File: src/rtl/gv_pkg.sv
`default_nettype none
// ----------------------------------------------------------------------------
// gv_pkg: shared state encoding, widths and BCD digit type for the game core.
// Rev 1.0
// ----------------------------------------------------------------------------
package gv_pkg;

  typedef enum logic [1:0] {
    IDLE = 2'd0,
    PLAY = 2'd1,
    OVER = 2'd2
  } game_state_t;

  localparam int MISS_W = 8;

  typedef logic [3:0] bcd_digit_t;

endpackage
`default_nettype wire

File: src/rtl/bcd_accum.sv
`default_nettype none
// ----------------------------------------------------------------------------
// bcd_accum: multi-digit BCD accumulator, adds 0..9 per cycle, saturates at 9s.
// Rev 1.0
// ----------------------------------------------------------------------------
module bcd_accum
  import gv_pkg::*;
#(
  parameter int DIGITS = 2
) (
  input  logic                clk,
  input  logic                n_rst,
  input  logic                clr,
  input  logic [3:0]          add,
  output logic [4*DIGITS-1:0] bcd_o
);

  logic [4*DIGITS-1:0] acc_q;
  logic [4*DIGITS-1:0] acc_d;
  logic [4:0]          cin_w;
  logic [4:0]          s_w;
  bcd_digit_t          dig_w;

  // Ripple through the digits; a carry out of the top digit means overflow.
  always_comb begin
    acc_d = '0;
    cin_w = {1'b0, add};
    s_w   = '0;
    dig_w = '0;
    for (int i = 0; i < DIGITS; i++) begin
      s_w = {1'b0, acc_q[i*4 +: 4]} + cin_w;
      if (s_w > 5'd9) begin
        dig_w = 4'(s_w - 5'd10);
        cin_w = 5'd1;
      end else begin
        dig_w = s_w[3:0];
        cin_w = 5'd0;
      end
      acc_d[i*4 +: 4] = dig_w;
    end
  end

  always_ff @(posedge clk or negedge n_rst) begin
    if (!n_rst) begin
      acc_q <= '0;
    end else if (clr) begin
      acc_q <= '0;
    end else if (cin_w[0]) begin
      acc_q <= {DIGITS{4'h9}};
    end else begin
      acc_q <= acc_d;
    end
  end

  assign bcd_o = acc_q;

endmodule
`default_nettype wire

File: src/rtl/note_highway.sv
`default_nettype none
// ----------------------------------------------------------------------------
// note_highway: scrolls note lanes toward a strike cell, judges presses,
// keeps BCD score and miss count.  Rev 1.0
// ----------------------------------------------------------------------------
module note_highway
  import gv_pkg::*;
#(
  parameter int NUM_LANES    = 2,
  parameter int LANE_LEN     = 7,
  parameter int TICK_DIV     = 12000000,
  parameter int MAX_MISSES   = 5,
  parameter int SCORE_DIGITS = 2
) (
  input  logic                          clk,
  input  logic                          n_rst,
  input  logic                          start,
  input  logic [NUM_LANES-1:0]          button,
  input  logic [NUM_LANES-1:0]          note_in,
  output logic                          note_req,
  output logic [NUM_LANES*LANE_LEN-1:0] lanes,
  output logic                          hit_flash,
  output logic                          miss_flash,
  output logic [4*SCORE_DIGITS-1:0]     score_bcd,
  output logic [7:0]                    misses,
  output logic                          game_over
);

  localparam int              CNT_W     = $clog2(TICK_DIV);
  localparam int              LW        = NUM_LANES * LANE_LEN;
  localparam logic [CNT_W-1:0] TICK_LAST = CNT_W'(TICK_DIV - 1);

  game_state_t          state_q;
  logic [LW-1:0]        lanes_q;
  logic [LW-1:0]        lanes_d;
  logic [CNT_W-1:0]     cnt_q;
  logic [NUM_LANES-1:0] btn_q;
  logic                 hit_flash_q;
  logic                 miss_flash_q;
  logic [MISS_W-1:0]    misses_q;
  logic [MISS_W-1:0]    misses_d;
  logic [MISS_W:0]      miss_sum;

  logic                 play;
  logic                 tick;
  logic                 score_clr;
  logic [NUM_LANES-1:0] press;
  logic [NUM_LANES-1:0] strike;
  logic [NUM_LANES-1:0] hit;
  logic [NUM_LANES-1:0] wrong;
  logic [NUM_LANES-1:0] drop;
  logic [3:0]           n_hit;
  logic [4:0]           n_miss;

  function automatic logic [4:0] popcnt(input logic [NUM_LANES-1:0] v);
    popcnt = '0;
    for (int i = 0; i < NUM_LANES; i++) begin
      popcnt = popcnt + 5'(v[i]);
    end
  endfunction

  assign play  = (state_q == PLAY);
  assign tick  = play && (cnt_q == TICK_LAST);
  assign press = button & ~btn_q;

  always_comb begin
    strike = '0;
    for (int l = 0; l < NUM_LANES; l++) begin
      strike[l] = lanes_q[l*LANE_LEN + LANE_LEN - 1];
    end
  end

  // All judging uses the lane contents from before this cycle's shift.
  assign hit    = {NUM_LANES{play}} & press & strike;
  assign wrong  = {NUM_LANES{play}} & press & ~strike;
  assign drop   = {NUM_LANES{tick}} & strike & ~press;
  assign n_hit  = 4'(popcnt(hit));
  assign n_miss = popcnt(wrong) + popcnt(drop);

  // A hit clears the strike bit; on a tick that cleared bit simply shifts out.
  always_comb begin
    lanes_d = lanes_q;
    for (int l = 0; l < NUM_LANES; l++) begin
      if (hit[l]) begin
        lanes_d[l*LANE_LEN + LANE_LEN - 1] = 1'b0;
      end
      if (tick) begin
        for (int i = LANE_LEN - 1; i > 0; i--) begin
          lanes_d[l*LANE_LEN + i] = lanes_q[l*LANE_LEN + i - 1];
        end
        lanes_d[l*LANE_LEN] = note_in[l];
      end
    end
  end

  assign miss_sum = {1'b0, misses_q} + (MISS_W+1)'(n_miss);
  assign misses_d = miss_sum[MISS_W] ? {MISS_W{1'b1}} : miss_sum[MISS_W-1:0];

  assign score_clr = !play && start;

  always_ff @(posedge clk or negedge n_rst) begin
    if (!n_rst) begin
      state_q      <= IDLE;
      lanes_q      <= '0;
      cnt_q        <= '0;
      btn_q        <= '0;
      hit_flash_q  <= 1'b0;
      miss_flash_q <= 1'b0;
      misses_q     <= '0;
    end else begin
      btn_q <= button;
      case (state_q)
        IDLE: begin
          if (start) begin
            state_q      <= PLAY;
            misses_q     <= '0;
            hit_flash_q  <= 1'b0;
            miss_flash_q <= 1'b0;
          end
        end
        PLAY: begin
          cnt_q    <= tick ? '0 : cnt_q + 1'b1;
          lanes_q  <= lanes_d;
          misses_q <= misses_d;
          if (|hit) begin
            hit_flash_q <= 1'b1;
          end else if (tick) begin
            hit_flash_q <= 1'b0;
          end
          if (|(wrong | drop)) begin
            miss_flash_q <= 1'b1;
          end else if (tick) begin
            miss_flash_q <= 1'b0;
          end
          if (misses_q >= MISS_W'(MAX_MISSES)) begin
            state_q <= OVER;
          end
        end
        OVER: begin
          if (start) begin
            state_q      <= PLAY;
            lanes_q      <= '0;
            cnt_q        <= '0;
            misses_q     <= '0;
            hit_flash_q  <= 1'b0;
            miss_flash_q <= 1'b0;
          end
        end
        default: state_q <= IDLE;
      endcase
    end
  end

  bcd_accum #(
    .DIGITS(SCORE_DIGITS)
  ) u_score (
    .clk   (clk),
    .n_rst (n_rst),
    .clr   (score_clr),
    .add   (n_hit),
    .bcd_o (score_bcd)
  );

  assign note_req   = tick;
  assign lanes      = lanes_q;
  assign hit_flash  = hit_flash_q;
  assign miss_flash = miss_flash_q;
  assign misses     = misses_q;
  assign game_over  = (state_q == OVER);

endmodule
`default_nettype wire

File: config.mk
export PLATFORM = sky130hd
export DESIGN_NAME = note_highway
export DESIGN_NICKNAME = d
export VERILOG_FILES = /design/src/rtl/gv_pkg.sv /design/src/rtl/bcd_accum.sv /design/src/rtl/note_highway.sv
export SDC_FILE = /design/constraint.sdc
export NUM_CORES = 1
export LEC_CHECK = 0
export BUFFER_PORTS_ARGS = -buffer_cell sky130_fd_sc_hd__buf_4
export CAP_MARGIN = 15
export CELL_PAD_IN_SITES_DETAIL_PLACEMENT = 0
export CELL_PAD_IN_SITES_GLOBAL_PLACEMENT = 1
export CORE_AREA = 10 10 103 105
export DETAILED_ROUTE_END_ITERATION = 8
export DIE_AREA = 0 0 113 115
export PLACE_DENSITY_LB_ADDON = 0.1
export SYNTH_ARGS = -nofsm -noshare
export SYNTH_HDL_FRONTEND = slang
export SYNTH_SLANG_ARGS = --single-unit
File: constraint.sdc
create_clock -name clk -period 3.6 [get_ports clk]
set_clock_uncertainty 0.05 [all_clocks]
set_input_delay 0.18 -clock clk [delete_from_list [all_inputs] [get_ports clk]]
set_output_delay 0.18 -clock clk [all_outputs]
set_load 0.02 [all_outputs]
# Word-level counts from Yosys, hierarchy flattened
# Index checks and enable logic that the tools add are counted.
# classes
n_reduce_logical	17
bitwise_logic	10
add_sub_neg	10
n_eq_ne	11
n_lt_le_gt_ge	3
muxes	27
# ops
op	n
24-bit 2-to-1 mux	2
24-bit one-hot mux with 2 select lines	1
8-bit 2-to-1 mux	4
14-bit one-hot mux with 2 select lines	1
24-bit by 1-bit adder with 24-bit output, second input constant	1
24-bit == test, second input constant	1
8-bit one-hot mux with 2 select lines	1
3-bit AND reduction	5
14-bit 2-to-1 mux	1
7-bit 2-to-1 mux	2
2-bit bitwise AND	6
3-bit by 1-bit inequality test with 1-bit output, second input constant	4
5-bit by 4-bit > comparator with 1-bit output, second input constant	2
8-bit by 3-bit adder with 9-bit output	1
8-bit by 3-bit greater-or-equal comparator with 1-bit output, second input constant	1
1-bit 2-to-1 mux	8
4-bit 2-to-1 mux	2
4-bit subtractor, second input constant	2
1-bit by 1-bit adder with 2-bit output	3
2-bit by 1-bit inequality test with 1-bit output, second input constant	3
2-bit inverter	3
2-bit AND reduction	3
2-bit OR reduction	3
4-bit by 1-bit adder with 5-bit output	1
other kinds (13)	17
# totals
out_inout_bits	34
word_cells	88
in_bits	7
register_bits	60

# Longest topological paths before layout
# logic_depth
depth_word	13
ltp_mapped	16

# By module
# Synthesis repeated with hierarchy kept, for this count alone.
# unflattened
cells_unflattened	366
hier_area_um2	3478.3
# by_module_without_submodules
mod	seq_area_each_um2	area_each_um2	cells_per_inst	n_inst
note_highway	1301.2	2869.0	301	1
bcd_accum	200.2	609.3	65	1

# Worst setup path before layout
# Ideal clock, no wire load.
# synth_timing
path_kind	reg-to-reg
start	register cnt_q[13]
end	register misses_q[7], in the netlist misses[7]
setup_time_ns	0.127
n_path_buf	1
path_stages_with_launch	15
arrival_time_ns	3.875
slack_ns	-0.452
period_less_slack_ns	4.052
path_cell_list	dfrtp_1 > clkbuf_1 > nor4_1 > nand4_1 > nor4_1 > and3_1 > fa_1 > inv_1 > fa_1 > inv_1 > fa_1 > and4_1 > and2_1 > o31ai_1 > a21oi_1
# synth_between
elab_chain_cells	9
# synth_rtl
element	line_no	text
from (decl)	note_highway.sv:36	logic [CNT_W-1:0] cnt_q;
from (signal assigned)	note_highway.sv:122	cnt_q <= tick ? '0 : cnt_q + 1'b1;
24-bit == test	note_highway.sv:63	assign tick = play && (cnt_q == TICK_LAST);
1-bit logical AND	note_highway.sv:63	
named net note_req	note_highway.sv:20	output logic note_req,
2-bit bitwise AND (2 in series)	note_highway.sv:76	assign drop = {NUM_LANES{tick}} & strike & ~press;
1-bit by 1-bit adder with 2-bit output	note_highway.sv:58	popcnt = popcnt + 5'(v[i]);
2-bit by 2-bit adder with 3-bit output	note_highway.sv:78	assign n_miss = popcnt(wrong) + popcnt(drop);
8-bit by 3-bit adder with 9-bit output	note_highway.sv:96	assign miss_sum = {1'b0, misses_q} + (MISS_W+1)'(n_miss);
8-bit 2-to-1 mux	note_highway.sv:97	assign misses_d = miss_sum[MISS_W] ? {MISS_W{1'b1}} : miss_sum[MISS_W-1:0];
8-bit one-hot mux with 2 select lines	note_highway.sv:112	case (state_q)
to (signal assigned)	note_highway.sv:124	misses_q <= misses_d;
to (decl)	note_highway.sv:40	logic [MISS_W-1:0] misses_q;
# The timed path passes the listed nets, and every way through them passes these cells.
# A chain may end at the register's enable or synchronous reset.

# Worst setup path in the final report
# layout_timing
start	register state_q[1]
end	register misses_q[2], in the netlist misses[2]
# layout_between
elab_chain_cells	9
# layout_rtl
element	line_no	text
from (decl)	note_highway.sv:33	game_state_t state_q;
from (signal assigned)	note_highway.sv:103	state_q <= IDLE;
from (signal assigned)	note_highway.sv:115	state_q <= PLAY;
from (signal assigned)	note_highway.sv:136	state_q <= OVER;
2-bit by 1-bit == test with 1-bit output	note_highway.sv:62, note_highway.sv:112	
1-bit logical AND	note_highway.sv:63	
2-bit bitwise AND (2 in series)	note_highway.sv:76	
1-bit by 1-bit adder with 2-bit output	note_highway.sv:58	
2-bit by 2-bit adder with 3-bit output	note_highway.sv:78	
8-bit by 3-bit adder with 9-bit output	note_highway.sv:96	
8-bit 2-to-1 mux	note_highway.sv:97	
8-bit one-hot mux with 2 select lines	note_highway.sv:112	
# Parallel ways exist; a longest one is shown, timed or not.

==> results.py <==
metrics = {
    "global_route": {
        "grt_pass1_vias": 2767,
        "antenna_found_initial": 0,
        "grt.overflow.total": 0,
        "grt_pass1_wl_mm": 14.3,
        "grt_max_degree": 61,
        "grt_usage_pct": 13.4,
    },
    "setup_path": {
        "start_kind": "flip-flop",
        "reg2reg_from": "state_q[1]$_DFFE_PN0P_",
        "crit_path_end_kind": "flip-flop",
        "path_class": "reg -> reg",
        "crit_chain": "inv_2 > ha_2 > buf_4 > nand2_1 > nor4_4 > and3_1 > fa_1 > inv_1 > fa_2 > inv_1 > fa_2 > and4_4 > nand2b_1 > o21ai_0 > a22o_1",
        "cp_slowest_cell": "fa_1",
        "cp_num_buf_inv": 4,
        "rrSetupSlack_ns": 0.16,
        "path_delay_family": "adder cells",
        "ff2ff_path_depth": 15,
        "timing.rr.end": "misses[2]$_DFFE_PN0P_",
        "required_ns": 3.80,
        "critPathMaxFanout": 5,
        "worstPathArrival_ns": 3.63,
        "crit_start": "state_q[1]$_DFFE_PN0P_",
        "critical_path.max_stage_delay_ns": 0.41,
    },
    "min_path": {
        "hold_end": "u_score.bcd_o[0]$_DFF_PN0_",
        "min_from": "start",
        "hold_class": "in -> reg",
        "worstHoldPathCells": 3,
    },
    "placed_design": {
        "portBuffers": 40,
        "dp_cells": 505,
        "dpl_cell_area_sq_mm": 0.00389,
        "dp_hpwl_mm": 6.20,
        "place_congestion": 0.801,
    },
    "floorplan": {
        "dieArea_sq_mm": 0.0130,
        "fp.dieW_um": 113,
        "ios": 41,
        "core_region_area_sq_mm": 0.00855,
        "rows": 34,
        "start_util_pct": 39.3,
        "die_y_um": 115,
    },
    "status": {
        "status": "finished clean",
    },
    "yosys": {
        "async_reset_ff_share_pct": 100,
        "netlist_top_cells_area": "dfrtp_1 (45%), nor2_1 (4.6%), a22o_1 (4.2%)",
        "synth_cell_types": 51,
        "synth_area_sq_mm": 0.00336,
        "ys.flop_type": "dfrtp_1",
        "synth.cells.most_frequent": "dfrtp_1 (60), nor2_1 (41), nand2_1 (29)",
        "ys.warnings.count": 0,
        "synth.most_common_cell": "dfrtp_1",
        "synth_top_area_share_pct": 44.7,
        "ys_ff_latch": 60,
        "synth_area_per_cell_sq_um": 9.66,
        "yosys.area.top_type": "dfrtp_1",
        "synth_edf_count": 0,
        "syn_inst": 348,
        "synth_fp_nets": 370,
        "seq_area_frac_synth_pct": 44.7,
    },
    "sta": {
        "final-hold-violation-count": 0,
        "fmax_mhz": 291,
        "slew_violations": 0,
        "holdWs_ns": 0.254,
        "period_share_pct": 95.5,
        "tightest_slew_ns": 0.869,
        "finalSetupViolCount": 0,
        "slew_headroom_pct": 41.6,
        "fin_crit_ns": 3.44,
    },
    "clock_network": {
        "clk_latency_ns": 0.35,
        "cts_buffer_depth": 2,
        "cts_root_buf": "clkbuf_8",
        "htree_levels": 3,
        "clk_pin_slew_ns": 0.08,
        "cts_tree": "built",
        "numCtsBuffers": 9,
        "cts.sink_count": 60,
    },
    "final_layout": {
        "area_growth_pct": 24.9,
        "finalInstanceArea_sq_mm": 0.00420,
        "final_cell_count_no_fill": 529,
        "utilization_pct": 49.1,
        "final_nets": 438,
        "antenna_cells": 0,
        "multi_input_area_sq_mm": 0.00180,
        "register_area_sq_mm": 0.00150,
        "fill_cells": 818,
        "layout-drive-gt1-share_pct": 23.5,
    },
    "drt": {
        "first_pass_iters": 4,
        "wl_mm": 8.48,
        "drtIter0Drc": 109,
        "drc": 0,
        "postRouteAntennaNets": 0,
        "vias_per_cell": 5.40,
        "routed-via-count": 2855,
        "post_drt_wl_per_cell_um": 16.0,
    },
    "power_and_ir_drop": {
        "leakagePower_nw": 1.90,
        "power-per-cell-area_mw_per_mm2": 512,
        "ir_worst_vdd_uv": 262,
    },
    "run": {
        "drv_cap": 0,
    },
}
-- report_power, final --
part           leakage (nW)  internal [mW]  switching, mW
clock network        0.0983          0.337          0.293
registers             0.818          0.755         0.0847
logic                 0.988          0.243          0.436
-- cells by family after synthesis --
family	synth area share (%)
simple gates	23.6
xor+xnor	5.21
buf+inv	3.46
compound gates	15.6
fa+ha+maj	6.48
mux	0.968
flops	44.7
-- state kept, by name, summed over array words and instances, names as in the netlist --
register	cells
cnt_q	24
lanes	14
misses	8
u_score.bcd_o	8
btn_q	2
state_q	2
hit_flash	1
miss_flash	1
-- worst max-delay path by stage --
| stage | endpoint | slack [ns] | depth (start not counted) |
|---|---|---|---|
| 2_1_floorplan | misses[7]$_DFFE_PN0P_ | 0.01 | 14 |
| 3_3_place_gp | misses[5]$_DFFE_PN0P_ | 0.04 | 13 |
| 3_5_place_dp | misses[5]$_DFFE_PN0P_ | 0.04 | 13 |
| 4_1_cts | misses[5]$_DFFE_PN0P_ | 0.02 | 13 |
| 5_1_grt | misses[5]$_DFFE_PN0P_ | -0.01 | 15 |
| 6_report | misses[2]$_DFFE_PN0P_ | 0.16 | 15 |
-- worst register-to-register path, stage by stage, from the launching register on --
cell	delay [ns]
dfrtp_1	0.40
inv_2	0.09
ha_2	0.19
buf_4	0.16
nand2_1	0.09
nor4_4	0.34
and3_1	0.22
fa_1	0.41
inv_1	0.09
fa_2	0.21
inv_1	0.05
fa_2	0.34
and4_4	0.21
nand2b_1	0.15
o21ai_0	0.11
a22o_1	0.23
-- per-stage QoR --
step | setup slack [ns] | setup TNS, ns | total power, mW
floorplan | 0.0116 | 0 | 1.32
global placement | 0.0376 | 0 | 1.51
detailed placement | 0.0364 | 0 | 1.52
CTS | 0.0249 | 0 | 2.16
global route | -0.0136 | -0.0169 | 2.29
finish | 0.163 | 0 | 2.15
-- final cells by class --
type / instances / area share [%]
Timing Repair Buffer: 66 / 12.1
Inverter: 14 / 1.25
Clock inverter: 6 / 1.52
Multi-Input combinational cell: 265 / 42.8
Sequential cell: 60 / 35.8
Tap cell: 108 / 3.22
Clock buffer: 10 / 3.28
-- cell usage in the layout, fill, tap and decap left out, types with 3 or more instances in the layout --
| cell | synthesis | layout |
|---|---|---|
| dlygate4sd3_1 | 0 | 5 |
| clkbuf_8 | 0 | 10 |
| fa_2 | 0 | 3 |
| nor2_1 | 41 | 41 |
| a22o_1 | 16 | 16 |
| nand3_1 | 15 | 15 |
| buf_4 | 1 | 61 |
| nor4_1 | 14 | 12 |
| and2_1 | 3 | 3 |
| a41oi_1 | 4 | 4 |
| o21ai_0 | 21 | 19 |
| nor2b_1 | 7 | 7 |
| nand4_1 | 7 | 7 |
| o2bb2ai_1 | 3 | 3 |
| a21oi_1 | 14 | 13 |
| nor4b_1 | 4 | 4 |
| or4_1 | 3 | 3 |
| xor2_1 | 4 | 4 |
| nand2b_1 | 5 | 5 |
| xnor2_1 | 16 | 16 |
| ha_1 | 11 | 9 |
| dfrtp_1 | 60 | 60 |
| nor3_1 | 5 | 4 |
| and3_1 | 9 | 9 |
| nand2_1 | 29 | 29 |
| inv_1 | 14 | 13 |
-- routing by layer --
| layer | up-vias | track usage [%] | part of all wire [%] |
|---|---|---|---|
| met2 | 49 | 21.2 | 47 |
| met3 | 8 | 4.01 | 4.5 |
| li1 | 1408 | - | - |
| met4 | 0 | 4.31 | 1.1 |
| met5 | - | 0 | 0 |
| met1 | 1390 | 17.1 | 47 |
-- what timing repair did --
action / in CTS / in global routing
setup buffers: 0 / 3
hold buffers: 5 / 0
hold endpoints to repair: 64 / 0
gates resized for setup: 0 / 10
endpoints found under the setup margin: 0 / 12
Note: power is estimated with default switching activity, not from simulation.
